[config.mk]
export PLATFORM = sky130hd
export DESIGN_NAME = layer_sched_flat
export DESIGN_NICKNAME = d
export VERILOG_FILES = /design/src/rtl/layer_sched_pkg.sv /design/src/rtl/layer_sched_if.sv /design/src/rtl/layer_sched_watchdog.sv /design/src/rtl/layer_sched.sv /design/src/flat_wrapper.sv
export SDC_FILE = /design/constraint.sdc
export NUM_CORES = 1
export LEC_CHECK = 0
export CAP_MARGIN = 25
export CORE_ASPECT_RATIO = 2
export CORE_UTILIZATION = 30
export CTS_CLUSTER_SIZE = 12
export DETAILED_ROUTE_END_ITERATION = 8
export REMOVE_ABC_BUFFERS = 1
export SLEW_MARGIN = 0
export SYNTH_ARGS = -nofsm -noshare
export SYNTH_HDL_FRONTEND = slang
export SYNTH_SLANG_ARGS = --single-unit
export TNS_END_PERCENT = 50
[constraint.sdc]
create_clock -name clk -period 4.1 [get_ports clk]
set_clock_uncertainty 0.15 [all_clocks]
set_input_delay 0.615 -clock clk [delete_from_list [all_inputs] [get_ports clk]]
set_output_delay 0.615 -clock clk [all_outputs]
set_load 0.02 [all_outputs]
[src/rtl/layer_sched_pkg.sv]
// Shared definitions for the layer scheduler: op codes, FSM encodings and
// the latched layer configuration.
package layer_sched_pkg;
  localparam int unsigned BURST_LEN = 8;

  localparam logic [2:0] OP_CONV  = 3'd1;
  localparam logic [2:0] OP_MPOOL = 3'd2;
  localparam logic [2:0] OP_APOOL = 3'd3;

  localparam logic [2:0] S_IDLE  = 3'd0;
  localparam logic [2:0] S_CFG   = 3'd1;
  localparam logic [2:0] S_FETCH = 3'd2;
  localparam logic [2:0] S_WAITF = 3'd3;
  localparam logic [2:0] S_RUN   = 3'd4;
  localparam logic [2:0] S_DONE  = 3'd5;

  typedef struct packed {
    logic [2:0]  op;
    logic [7:0]  kernel;
    logic [3:0]  stride;
    logic [7:0]  i_side;
    logic [7:0]  o_side;
    logic [15:0] i_channel;
    logic [15:0] o_channel;
  } cfg_t;

  function automatic logic op_legal(input logic [2:0] op);
    return (op == OP_CONV) || (op == OP_MPOOL) || (op == OP_APOOL);
  endfunction
endpackage

[src/rtl/layer_sched_if.sv]
// Command, DMA and engine signals of the layer scheduler.
interface layer_sched_if;
  logic        cmd_valid, cmd_ready;
  logic [2:0]  cmd_op;
  logic [7:0]  cmd_kernel;
  logic [3:0]  cmd_stride;
  logic [7:0]  cmd_i_side, cmd_o_side;
  logic [15:0] cmd_i_channel, cmd_o_channel;
  logic        fetch_req, fetch_done;
  logic [7:0]  fetch_row;
  logic        engine_valid, gemm_finish, engine_ready;
  logic [2:0]  op_type;
  logic [7:0]  kernel, i_side, o_side, kernel_size, row_cnt;
  logic [3:0]  stride;
  logic [15:0] i_channel, o_channel, stride2;
  logic        layer_done, err_tmo;

  modport slave (
    input  cmd_valid, cmd_op, cmd_kernel, cmd_stride, cmd_i_side, cmd_o_side,
           cmd_i_channel, cmd_o_channel, fetch_done, gemm_finish, engine_ready,
    output cmd_ready, fetch_req, fetch_row, engine_valid, op_type, kernel, stride,
           i_side, o_side, i_channel, o_channel, kernel_size, stride2, row_cnt,
           layer_done, err_tmo
  );

  modport master (
    output cmd_valid, cmd_op, cmd_kernel, cmd_stride, cmd_i_side, cmd_o_side,
           cmd_i_channel, cmd_o_channel, fetch_done, gemm_finish, engine_ready,
    input  cmd_ready, fetch_req, fetch_row, engine_valid, op_type, kernel, stride,
           i_side, o_side, i_channel, o_channel, kernel_size, stride2, row_cnt,
           layer_done, err_tmo
  );
endinterface

[src/rtl/layer_sched_watchdog.sv]
// Saturating RUN-time watchdog; tmo holds once the counter reaches all-ones.
module sched_watchdog #(
  parameter int TMO_W = 24
) (
  input  logic clk,
  input  logic rst,
  input  logic en,
  input  logic clr,
  output logic tmo
);
  logic [TMO_W-1:0] cnt;

  assign tmo = &cnt;

  always_ff @(posedge clk or posedge rst) begin
    if (rst)              cnt <= '0;
    else if (clr)         cnt <= '0;
    else if (en && !tmo)  cnt <= cnt + TMO_W'(1);
  end
endmodule

[src/rtl/layer_sched.sv]
// Layer scheduler: latches a layer command, then loops fetch -> run per output
// row until o_side rows complete, the engine ends the layer, or the watchdog fires.
module layer_sched
  import layer_sched_pkg::*;
#(
  parameter int TMO_W = 24
) (
  input logic         clk,
  input logic         rst,
  layer_sched_if.slave bus
);
  logic [2:0] state;
  cfg_t       cfg;
  logic [7:0] kernel_size, row_cnt;
  logic [15:0] stride2;
  logic       err_tmo, row_end, tmo;

  // row_end marks the idle cycle after gemm_finish where the new row_cnt is judged
  sched_watchdog #(.TMO_W(TMO_W)) u_wdog (
    .clk(clk), .rst(rst),
    .en (state == S_RUN && !row_end),
    .clr(state != S_RUN),
    .tmo(tmo)
  );

  always_ff @(posedge clk or posedge rst) begin
    if (rst) begin
      state       <= S_IDLE;
      cfg         <= '0;
      kernel_size <= '0;
      stride2     <= '0;
      row_cnt     <= '0;
      err_tmo     <= 1'b0;
      row_end     <= 1'b0;
    end else begin
      case (state)
        S_IDLE: if (bus.cmd_valid) begin
          cfg     <= '{op: bus.cmd_op, kernel: bus.cmd_kernel, stride: bus.cmd_stride,
                       i_side: bus.cmd_i_side, o_side: bus.cmd_o_side,
                       i_channel: bus.cmd_i_channel, o_channel: bus.cmd_o_channel};
          row_cnt <= '0;
          err_tmo <= 1'b0;
          state   <= S_CFG;
        end
        S_CFG: begin
          kernel_size <= cfg.kernel * cfg.kernel;
          stride2     <= 16'(cfg.kernel) * 16'(cfg.stride);
          // illegal or empty layers are consumed without touching the DMA
          state       <= (op_legal(cfg.op) && cfg.o_side != 8'd0) ? S_FETCH : S_DONE;
        end
        S_FETCH: state <= bus.fetch_done ? S_RUN : S_WAITF;
        S_WAITF: if (bus.fetch_done) state <= S_RUN;
        S_RUN: begin
          if (bus.engine_ready) begin
            row_cnt <= cfg.o_side;
            row_end <= 1'b0;
            state   <= S_DONE;
          end else if (row_end) begin
            row_end <= 1'b0;
            state   <= (row_cnt == cfg.o_side) ? S_DONE : S_FETCH;
          end else if (tmo) begin
            err_tmo <= 1'b1;
            state   <= S_DONE;
          end else if (bus.gemm_finish) begin
            row_cnt <= row_cnt + 8'd1;
            row_end <= 1'b1;
          end
        end
        S_DONE:  state <= S_IDLE;
        default: state <= S_IDLE;
      endcase
    end
  end

  assign bus.cmd_ready    = (state == S_IDLE);
  assign bus.fetch_req    = (state == S_FETCH);
  assign bus.fetch_row    = (state == S_FETCH) ? row_cnt * {4'd0, cfg.stride} : 8'd0;
  assign bus.engine_valid = (state == S_RUN) && !row_end && !tmo;
  assign bus.layer_done   = (state == S_DONE);
  assign bus.op_type      = cfg.op;
  assign bus.kernel       = cfg.kernel;
  assign bus.stride       = cfg.stride;
  assign bus.i_side       = cfg.i_side;
  assign bus.o_side       = cfg.o_side;
  assign bus.i_channel    = cfg.i_channel;
  assign bus.o_channel    = cfg.o_channel;
  assign bus.kernel_size  = kernel_size;
  assign bus.stride2      = stride2;
  assign bus.row_cnt      = row_cnt;
  assign bus.err_tmo      = err_tmo;
endmodule
[src/flat_wrapper.sv]
// flat-port wrapper written by rule: the top's interface ports become plain ports
module layer_sched_flat import layer_sched_pkg::*;
#(
  parameter int TMO_W = 24
)
  (clk, rst, bus_cmd_valid, bus_cmd_op, bus_cmd_kernel, bus_cmd_stride, bus_cmd_i_side, bus_cmd_o_side, bus_cmd_i_channel, bus_cmd_o_channel, bus_fetch_done, bus_gemm_finish, bus_engine_ready, bus_cmd_ready, bus_fetch_req, bus_fetch_row, bus_engine_valid, bus_op_type, bus_kernel, bus_stride, bus_i_side, bus_o_side, bus_i_channel, bus_o_channel, bus_kernel_size, bus_stride2, bus_row_cnt, bus_layer_done, bus_err_tmo);
  layer_sched_if bus_i ();
  input logic clk;
  input logic rst;
  input wire logic [$bits(bus_i.cmd_valid)-1:0] bus_cmd_valid;
  input wire logic [$bits(bus_i.cmd_op)-1:0] bus_cmd_op;
  input wire logic [$bits(bus_i.cmd_kernel)-1:0] bus_cmd_kernel;
  input wire logic [$bits(bus_i.cmd_stride)-1:0] bus_cmd_stride;
  input wire logic [$bits(bus_i.cmd_i_side)-1:0] bus_cmd_i_side;
  input wire logic [$bits(bus_i.cmd_o_side)-1:0] bus_cmd_o_side;
  input wire logic [$bits(bus_i.cmd_i_channel)-1:0] bus_cmd_i_channel;
  input wire logic [$bits(bus_i.cmd_o_channel)-1:0] bus_cmd_o_channel;
  input wire logic [$bits(bus_i.fetch_done)-1:0] bus_fetch_done;
  input wire logic [$bits(bus_i.gemm_finish)-1:0] bus_gemm_finish;
  input wire logic [$bits(bus_i.engine_ready)-1:0] bus_engine_ready;
  output wire logic [$bits(bus_i.cmd_ready)-1:0] bus_cmd_ready;
  output wire logic [$bits(bus_i.fetch_req)-1:0] bus_fetch_req;
  output wire logic [$bits(bus_i.fetch_row)-1:0] bus_fetch_row;
  output wire logic [$bits(bus_i.engine_valid)-1:0] bus_engine_valid;
  output wire logic [$bits(bus_i.op_type)-1:0] bus_op_type;
  output wire logic [$bits(bus_i.kernel)-1:0] bus_kernel;
  output wire logic [$bits(bus_i.stride)-1:0] bus_stride;
  output wire logic [$bits(bus_i.i_side)-1:0] bus_i_side;
  output wire logic [$bits(bus_i.o_side)-1:0] bus_o_side;
  output wire logic [$bits(bus_i.i_channel)-1:0] bus_i_channel;
  output wire logic [$bits(bus_i.o_channel)-1:0] bus_o_channel;
  output wire logic [$bits(bus_i.kernel_size)-1:0] bus_kernel_size;
  output wire logic [$bits(bus_i.stride2)-1:0] bus_stride2;
  output wire logic [$bits(bus_i.row_cnt)-1:0] bus_row_cnt;
  output wire logic [$bits(bus_i.layer_done)-1:0] bus_layer_done;
  output wire logic [$bits(bus_i.err_tmo)-1:0] bus_err_tmo;
  assign bus_i.cmd_valid = bus_cmd_valid;
  assign bus_i.cmd_op = bus_cmd_op;
  assign bus_i.cmd_kernel = bus_cmd_kernel;
  assign bus_i.cmd_stride = bus_cmd_stride;
  assign bus_i.cmd_i_side = bus_cmd_i_side;
  assign bus_i.cmd_o_side = bus_cmd_o_side;
  assign bus_i.cmd_i_channel = bus_cmd_i_channel;
  assign bus_i.cmd_o_channel = bus_cmd_o_channel;
  assign bus_i.fetch_done = bus_fetch_done;
  assign bus_i.gemm_finish = bus_gemm_finish;
  assign bus_i.engine_ready = bus_engine_ready;
  assign bus_cmd_ready = bus_i.cmd_ready;
  assign bus_fetch_req = bus_i.fetch_req;
  assign bus_fetch_row = bus_i.fetch_row;
  assign bus_engine_valid = bus_i.engine_valid;
  assign bus_op_type = bus_i.op_type;
  assign bus_kernel = bus_i.kernel;
  assign bus_stride = bus_i.stride;
  assign bus_i_side = bus_i.i_side;
  assign bus_o_side = bus_i.o_side;
  assign bus_i_channel = bus_i.i_channel;
  assign bus_o_channel = bus_i.o_channel;
  assign bus_kernel_size = bus_i.kernel_size;
  assign bus_stride2 = bus_i.stride2;
  assign bus_row_cnt = bus_i.row_cnt;
  assign bus_layer_done = bus_i.layer_done;
  assign bus_err_tmo = bus_i.err_tmo;
  layer_sched #(.TMO_W(TMO_W)) u_core (.clk(clk), .rst(rst), .bus(bus_i));
endmodule
* After elaboration in Yosys (flattened, before gate mapping)
Cells that the tools add are included.
Storage, ports and cells: output and inout bits 108, input port bits 69, word-level logic and storage cells 81, flip-flop bits (word level) 120
Operators by class: $add $sub $neg 2, multiplexer cells 27, reduce and logical (&&, ||, !) cells 16, multipliers 3, eq/ne operators 19
Operators with widths (count):
- 2-to-1 mux 24 bit | 2
- 2-to-1 mux 8 bit | 6
- adder 24 x 1 -> 24 bit (second input constant) | 1
- 2-to-1 mux 3 bit | 8
- AND reduction 24 bit | 1
- case mux 8 bit (2 select lines) | 1
- case mux 3 bit (5 select lines) | 1
- == test 3 x 2 -> 1 bit (second input constant) | 4
- multiplier 8 x 4 -> 12 bit | 1
- != test 3 bit (second input constant) | 4
- AND reduction 5 bit | 2
- adder 8 x 1 -> 8 bit (second input constant) | 1
- == test 8 bit | 1
- multiplier 8 x 4 -> 8 bit | 1
- multiplier 8 x 8 -> 8 bit | 1
- 2-to-1 mux 1 bit | 8
- != test 2 bit (second input constant) | 4
- nonzero test 8 bit | 1
- == test 3 x 1 -> 1 bit (second input constant) | 2
- == test 3 bit (second input constant) | 2
- != test 4 x 2 -> 1 bit (second input constant) | 1
- nonzero test 2 bit | 2
- logical AND 1 bit | 3
- zero test 3 bit | 1
- 6 further kinds | 8

* Logic depth before layout (Yosys ltp)
Gate-level depths: netlist (run 1).
depth after elaboration 6, depth in mapped cells 14, mapped depth without buffers 14

* By module
From an unflattened synthesis (run 1), not the netlist that was laid out.
Second synthesis, totals: cells, all modules 744, area total of the unflattened synthesis 7602.3 um^2
By module, submodules not included:
- layer_sched | area each 6189.7 um^2, cells each 595, instances 1, seq. area each 2377.3 um^2
- sched_watchdog | area each 1412.6 um^2, cells each 149, instances 1, seq. area each 600.6 um^2

* Least setup slack after synthesis (run 1)
No wires, ideal clock.
kind register to output, from register u_core.cfg (netlist bit u_core.bus.stride[3]), to output port bus_fetch_row[7], path buffers 1, setup slack 0.231 ns, cell stages (with the launch flop) 13, required time 3.335 ns, arrival time 3.104 ns, cells stage by stage dfrtp_1 > clkbuf_1 > and2_1 > fa_1 > inv_1 > fa_1 > inv_1 > ha_1 > o21ai_0 > o21bai_1 > a21oi_1 > xnor2_1 > nor2_1
On the way: longest elaborated chain between the ends 2
Ends and longest elaborated chain:
- start: declaration | RTL line layer_sched.sv:13 | cfg_t cfg;
- start signal: assignment | RTL line layer_sched.sv:38 | cfg <= '{op: bus.cmd_op, kernel: bus.cmd_kernel, stride: bus.cmd_stride,
- multiplier 8 x 4 -> 8 bit | RTL line layer_sched.sv:77 | assign bus.fetch_row = (state == S_FETCH) ? row_cnt * {4'd0, cfg.stride} : 8'd0;
- 2-to-1 mux 8 bit | RTL line layer_sched.sv:77
- end: declaration | RTL line flat_wrapper.sv:23 | output wire logic [$bits(bus_i.fetch_row)-1:0] bus_fetch_row;
No other way between the ends.

* Worst setup path in the final report (run 1)
from register u_core.row_cnt[2], in the netlist u_core.bus.row_cnt[2], to output port bus_fetch_row[6]
On the way: longest elaborated chain between the ends 2
Ends and longest elaborated chain:
- start: declaration | RTL line layer_sched.sv:14 | logic [7:0] kernel_size, row_cnt;
- start signal: assignment | RTL line layer_sched.sv:55 | row_cnt <= cfg.o_side;
- start signal: assignment | RTL line layer_sched.sv:65 | row_cnt <= row_cnt + 8'd1;
- multiplier 8 x 4 -> 8 bit | RTL line layer_sched.sv:77
- 2-to-1 mux 8 bit | RTL line layer_sched.sv:77
No other way between the ends.

==> results.md, run 1 <==
- Worst vdd rail ir drop: 0.000337 V
- Boundary Pins: 177
- Power per cell area: 901 nW/um2
- Standard cell with the maximum stage delay on the critical path: sky130_fd_sc_hd__fa_1
- TritonCTS clock tree: built
- Clock H-tree levels: 4
- Via count of the first global-routing pass: 6305
- Initial antenna violation count: 2
- Final Hold Slack: 320 ps
- DRC violations left: 0
- Count of buffers from port buffering: 171
- Root Buffer Master: sky130_fd_sc_hd__clkbuf_16
- Endpoint of the worst-slack reg-to-reg timing path: u_core.bus.kernel_size[7]
- Data required time of the critical path: 3340 ps
- Placed cell area: 9830 um2
- Total core area: 25000 um2
- Inserted Clock Buffers: 17
- Per-cell via count in the routed design: 4.80
- Antenna-violating nets left: 0
- Leakage Power: 4.51 nW
- Arrival time reported for the critical path endpoint: 3230 ps
- Launching element type of the critical path: register
- Aggregate routed wire length: 21200 um
- Layout Nets: 1066
- Result of the run: completed
- Worst slew margin relative to its limit: 51.9%
- Number of buffers between clock root and the deepest sink: 2
- FF-to-FF setup slack: 400 ps
- Worst reg2reg path startpoint: u_core.bus.kernel[0]
- Synthesis Warnings: 0
- Synthesized instance count: 740
- Critical Path End Type: output port
- Congestion Overflow GR: 0
- Flip-flop cell with the highest count after synthesis: sky130_fd_sc_hd__dfrtp_1
- # setup viols final: 0
- Synthesis-to-finish area growth: 38.2%
- Vertical die dimension: 228 um
- Routed length per placed instance: 16.5 um
- Sequence of cells on the critical path: and2_4 > fa_1 > inv_2 > fa_1 > inv_2 > ha_4 > buf_4 > a21o_1 > a21oi_2 > xor2_1 > nor2_1 > buf_4
- RSZ-0062 raised after global routing: true
- Initial core utilization: 30.5%
- Global-route wire length before repair: 33500 um
- Routability congestion estimate: 0.809
- Number of maximum-capacitance violations: 0
- Share of cells above drive strength 1: 18.6%
- Netlist area before placement: 7630 um2
- Total instance count after detailed placement: 1242
- Sum of internal, switching and leakage power: 0.00949 W
- Share of flip-flops with an asynchronous set or reset: 100%
- Synth unique cells: 66
- Final min period: 3990 ps
- Most common cell after layout, fill and taps aside: sky130_fd_sc_hd__clkdlybuf4s50_1
- Clock network latency to the later pin of the worst-skew pair: 440 ps
- Critical path class: reg2out
- Clock sink count: 119
- Count of flip-flops with a built-in enable after synthesis: 0
- Hold worst-path end: u_core.bus.stride2[8]
- Site row count: 82
- Number of max-slew violations in the final report: 0
- Register area share after synthesis: 39.0%
- Width of the die: 115 um
- Clk slew on worst S/H paths: 60 ps
- Half-perimeter wire length after placement: 16200 um
- Pin count of the biggest net entering global routing: 53
- Violation count after the first detailed-routing iteration: 279
- Final Hold Viols: 0
- Worst hold start: u_core.bus.stride2[8]
- Die area: 26100 um2
- Period Utilization, post-route: 97.4%
- Non-Filler Cell Area, Final: 10500 um2
- Logic depth of the worst register-to-register path: 11
- Overall via count from detail_route: 6149
- Non-filler cells in the finished layout: 1281
- Number of iterations in the first detailed-routing pass: 6
- Hold crit path type: reg2reg
- Largest driver fanout on the critical path: 5
- FF+latch count, synth: 119
- Global router's overall resource usage: 17.0%
- Leading cell types in the layout, fill and taps excluded: sky130_fd_sc_hd__clkdlybuf4s50_1, sky130_fd_sc_hd__dfrtp_1, sky130_fd_sc_hd__mux2_2
- Synth Area per Inst: 10.3 um2
- Worst Hold Depth: 2
- Post-layout util: 42.1%
- Fmax achieved: 0.250 GHz
- Largest incremental delay on the critical path: 540 ps
- Actual slew at the worst max-slew pin: 718 ps
==> flip-flops by register name, indices dropped and copies added, names as in the netlist <==
signal                  flops
u_core.u_wdog.cnt          24
u_core.bus.i_channel       16
u_core.bus.o_channel       16
u_core.bus.stride2         12
u_core.bus.i_side           8
u_core.bus.kernel           8
u_core.bus.o_side           8
u_core.bus.row_cnt          8
u_core.bus.kernel_size      7
u_core.bus.stride           4
u_core.bus.op_type          3
u_core.state                3
u_core.bus.err_tmo          1
u_core.row_end              1
==> how the worst max path moves through the flow <==
stage	from	endpoint	slack [ps]	cells after the start
6_report	u_core.bus.row_cnt[2]	bus_fetch_row[6]	110	12
2_1_floorplan	rst	u_core.bus.err_tmo	180	1
3_5_place_dp	u_core.bus.stride[3]	bus_fetch_row[7]	-140	12
5_1_grt	u_core.bus.row_cnt[2]	bus_fetch_row[7]	-20	12
3_3_place_gp	u_core.bus.stride[3]	bus_fetch_row[7]	-90	12
4_1_cts	u_core.bus.stride[3]	bus_fetch_row[7]	-60	13
==> cells in the mapped netlist (all sizes together) (4+ instances only) <==
cell type    n  share of area, %
mux2        68                10
o31ai        6              0.59
clkbuf      28               1.4
nor4         8              0.85
mux2i        5              0.66
a32o         4              0.52
nand2       65               3.2
nand3       16               1.0
fa          29               7.6
a211oi      12               1.2
xnor2       32               3.7
ha          38               6.2
and3         4              0.33
buf         15               1.5
and2        54               4.4
nor3         5              0.33
o21ai       28               1.8
a21oi       23               1.6
nor3b        7              0.75
or3          4              0.33
xor2         8              0.92
o21a         4              0.39
nor2        35               1.7
nand4        9              0.74
or2          4              0.33
a2111oi      6              0.77
a21o         9              0.89
nor2b        5              0.41
inv         54               2.7
and4         5              0.62
dfrtp      119                39
==> repair_timing <==
item                       4_1_cts  5_1_grt
resized for setup               19       20
buffers inserted                 2        3
hold buffers                     0        0
setup endpoints to repair        5        3
pin swaps                        1       15
==> per-stage QoR <==
step                TNS, ps  setup slack [ps]
finish                    0               108
global route          -20.0             -20.0
CTS                    -100             -59.0
detailed placement     -186              -140
global placement      -90.8             -90.8
floorplan                 0               178
==> cells by family after synthesis <==
family	after synthesis	synth area share, %
AOI/OAI and AO/OA	112	9.97
DFF	119	39.0
other	1	0.0491
and+or+nand+nor	230	16.0
buffers and inverters	97	5.51
muxes	73	10.7
xor gates and xnor gates	41	4.89
adders and majority gates	67	13.8
==> final cells by class <==
| cell class | instances | area [um2] |
|---|---|---|
| well taps | 336 | 420 |
| clock inverters | 15 | 171 |
| inverters | 54 | 205 |
| flip-flops and latches | 119 | 2980 |
| clock buffers | 17 | 425 |
| diodes | 2 | 5.00 |
| multi-input cells | 528 | 4330 |
| repair buffers | 210 | 2010 |
| fillers | 2477 | 14500 |
==> worst max-delay path: cells and delay by family, from the launching register on <==
| family | cells | cell delay [ps] |
|---|---|---|
| simple gates | 2 | 240 |
| buf+inv | 4 | 400 |
| fa+ha+maj | 3 | 1280 |
| compound gates | 2 | 290 |
| xor+xnor | 1 | 160 |
| flops | 1 | 430 |
==> layer usage <==
layer,share of wire [%],track usage (%),up-vias
met2,57,31.8,141
met1,36,17.5,3046
li1,-,-,2918
met4,3.7,8.71,0
met5,0,0,-
met3,2.9,3.46,44
==> where the power goes <==
| group | internal, W | switching [W] |
|---|---|---|
| clock network | 0.000906 | 0.000619 |
| logic | 0.00284 | 0.00307 |
| registers | 0.00164 | 0.000422 |
(Power assumes the default switching activity.)
==> run 2: changes to the inputs <==
--- a/config.mk
+++ b/config.mk
@@ -11,6 +11,7 @@
 export CTS_CLUSTER_SIZE = 12
 export DETAILED_ROUTE_END_ITERATION = 8
 export REMOVE_ABC_BUFFERS = 1
+export SETUP_SLACK_MARGIN = 0.2
 export SLEW_MARGIN = 0
 export SYNTH_ARGS = -nofsm -noshare
 export SYNTH_HDL_FRONTEND = slang
==> results.md, run 2 (same netlist as run 1, synthesis figures left out) <==
- Count of buffers from port buffering: 171
- Hold buffer count at CTS: 0
- Multi-input logic area: 4330 um2
- Number of iterations in the first detailed-routing pass: 6
- Antenna-violating nets left: 0
- Worst vdd rail ir drop: 0.000337 V
- Non-Filler Cell Area, Final: 10600 um2
- Arrival time reported for the critical path endpoint: 3260 ps
- Hold crit path type: reg2reg
- Root Buffer Master: sky130_fd_sc_hd__clkbuf_16
- DRC violations left: 0
- Result of the run: completed
- Area used by sequential logic in the layout: 2980 um2
- Routed length per placed instance: 16.5 um
- Violation count after the first detailed-routing iteration: 237
- Routability congestion estimate: 0.809
- Number of fillers in the final layout: 2470
- Worst slew margin relative to its limit: 52.4%
- Share of cells above drive strength 1: 18.7%
- Boundary Pins: 177
- Clock network latency to the later pin of the worst-skew pair: 430 ps
- Final Hold Slack: 320 ps
- Final min period: 4020 ps
- Per-cell via count in the routed design: 4.79
- Standard cell with the maximum stage delay on the critical path: sky130_fd_sc_hd__fa_1
- Power per cell area: 900 nW/um2
- Initial core utilization: 30.5%
- Leakage Power: 4.52 nW
- Layout Nets: 1068
- Total core area: 25000 um2
- Largest driver fanout on the critical path: 4
- Number of max-slew violations in the final report: 0
- Initial antenna violation count: 2
- Number of maximum-capacitance violations: 0
- Flip-flop count of the largest register after layout: 24
- Placed cell area: 9830 um2
- RSZ-0062 raised after global routing: true
- Width of the die: 115 um
- Number of buffers between clock root and the deepest sink: 2
- Congestion Overflow GR: 0
- Clock sink count: 119
- Fmax achieved: 0.249 GHz
- Most common cell after layout, fill and taps aside: sky130_fd_sc_hd__clkdlybuf4s50_1
- Synthesis-to-finish area growth: 38.4%
- Pin count of the biggest net entering global routing: 53
- Data required time of the critical path: 3340 ps
- Overall via count from detail_route: 6142
- Period Utilization, post-route: 98.1%
- Half-perimeter wire length after placement: 16200 um
- Non-filler cells in the finished layout: 1283
- Critical path class: reg2out
- Vertical die dimension: 228 um
- Global-route wire length before repair: 33600 um
- Largest incremental delay on the critical path: 550 ps
- Sum of internal, switching and leakage power: 0.00951 W
- TritonCTS clock tree: built
- Actual slew at the worst max-slew pin: 709 ps
- Largest Register: u_core.u_wdog.cnt
- Final Hold Viols: 0
- Site row count: 82
- Launching element type of the critical path: register
- Critical Path End Type: output port
- Final setup TNS: 0 ps
- Sequence of cells on the critical path: buf_6 > and2_4 > fa_1 > inv_2 > fa_1 > inv_2 > ha_4 > o21ai_4 > o21bai_2 > a21oi_2 > xnor2_1 > nor2_1 > buf_4
- Total instance count after detailed placement: 1242
- Aggregate routed wire length: 21200 um
- # setup viols final: 0
- Die area: 26100 um2
- Inserted Clock Buffers: 17
- Leading cell types in the layout, fill and taps excluded: sky130_fd_sc_hd__clkdlybuf4s50_1, sky130_fd_sc_hd__dfrtp_1, sky130_fd_sc_hd__mux2_2
- Via count of the first global-routing pass: 6334
- Clk slew on worst S/H paths: 60 ps
- Global router's overall resource usage: 17.1%
- Clock H-tree levels: 4
[run 2: cell types whose count changed in the layout (fill, tap and decap cells not counted), sizes merged]
cell,before,now
buf,42,44
dlygate4sd2,2,0
clkbuf,17,18
clkdlybuf4s15,0,1
[run 2: worst paths after layout]
check,from,endpoint,slack [ps],depth (start not counted)
min in group asynchronous,rst,u_core.bus.o_side[4],480,2
min,u_core.bus.stride2[8],u_core.bus.stride2[8],320,2
min reg2reg,u_core.bus.stride2[8],u_core.bus.stride2[8],320,2
max in group asynchronous,rst,u_core.bus.kernel_size[5],2460,3
max,u_core.bus.stride[1],bus_fetch_row[7],80,13
max reg2reg,u_core.bus.kernel[0],u_core.bus.kernel_size[7],390,11
[run 2: cell type report]
class	instances	share of cell area [%]
Clock buffer	17	4.03
Tap cell	336	3.98
Sequential cell	119	28.2
Clock inverter	15	1.62
Inverter	54	1.94
Multi-Input combinational cell	528	41.0
Timing Repair Buffer	212	19.2
Antenna cell	2	0.0474
[run 2: layer usage]
| metal | up-vias | share of wire [%] | routed length [um] | GRT usage, % |
|---|---|---|---|---|
| li1 | 2923 | - | - | - |
| met1 | 3046 | 36 | 7660 | 17.6 |
| met2 | 129 | 57 | 12100 | 32.0 |
| met5 | - | 0 | 0 | 0 |
| met3 | 44 | 2.8 | 588 | 3.46 |
| met4 | 0 | 3.8 | 809 | 8.67 |
[run 2: power breakdown]
part | switching [W] | total, W | internal (W)
clock | 0.000617 | 0.00152 | 0.000906
sequential | 0.000418 | 0.00206 | 0.00164
combinational | 0.00307 | 0.00593 | 0.00285
total | 0.00411 | 0.00951 | 0.00540
[run 2: timing repair]
action,in CTS,in global routing
setup endpoints to repair,5,6
gates resized for setup,27,16
buffers inserted,4,3
cloned,0,0
pin swaps,6,13
[run 2: through the flow]
stage          utilization (%)  setup slack (ps)
6_report                  42.2              79.8
5_1_grt                   42.2             -73.0
4_1_cts                   41.9              10.3
3_5_place_dp              39.3              -140
3_3_place_gp              39.3             -90.8
2_1_floorplan                -               178
[run 2: worst max-delay path, delay by kind of cell (launching register included)]
family          cells  cell delay [ps]
fa+ha+maj           3             1330
compound gates      3              280
flops               1              430
simple gates        2              270
xor+xnor            1              120
buf+inv             4              390
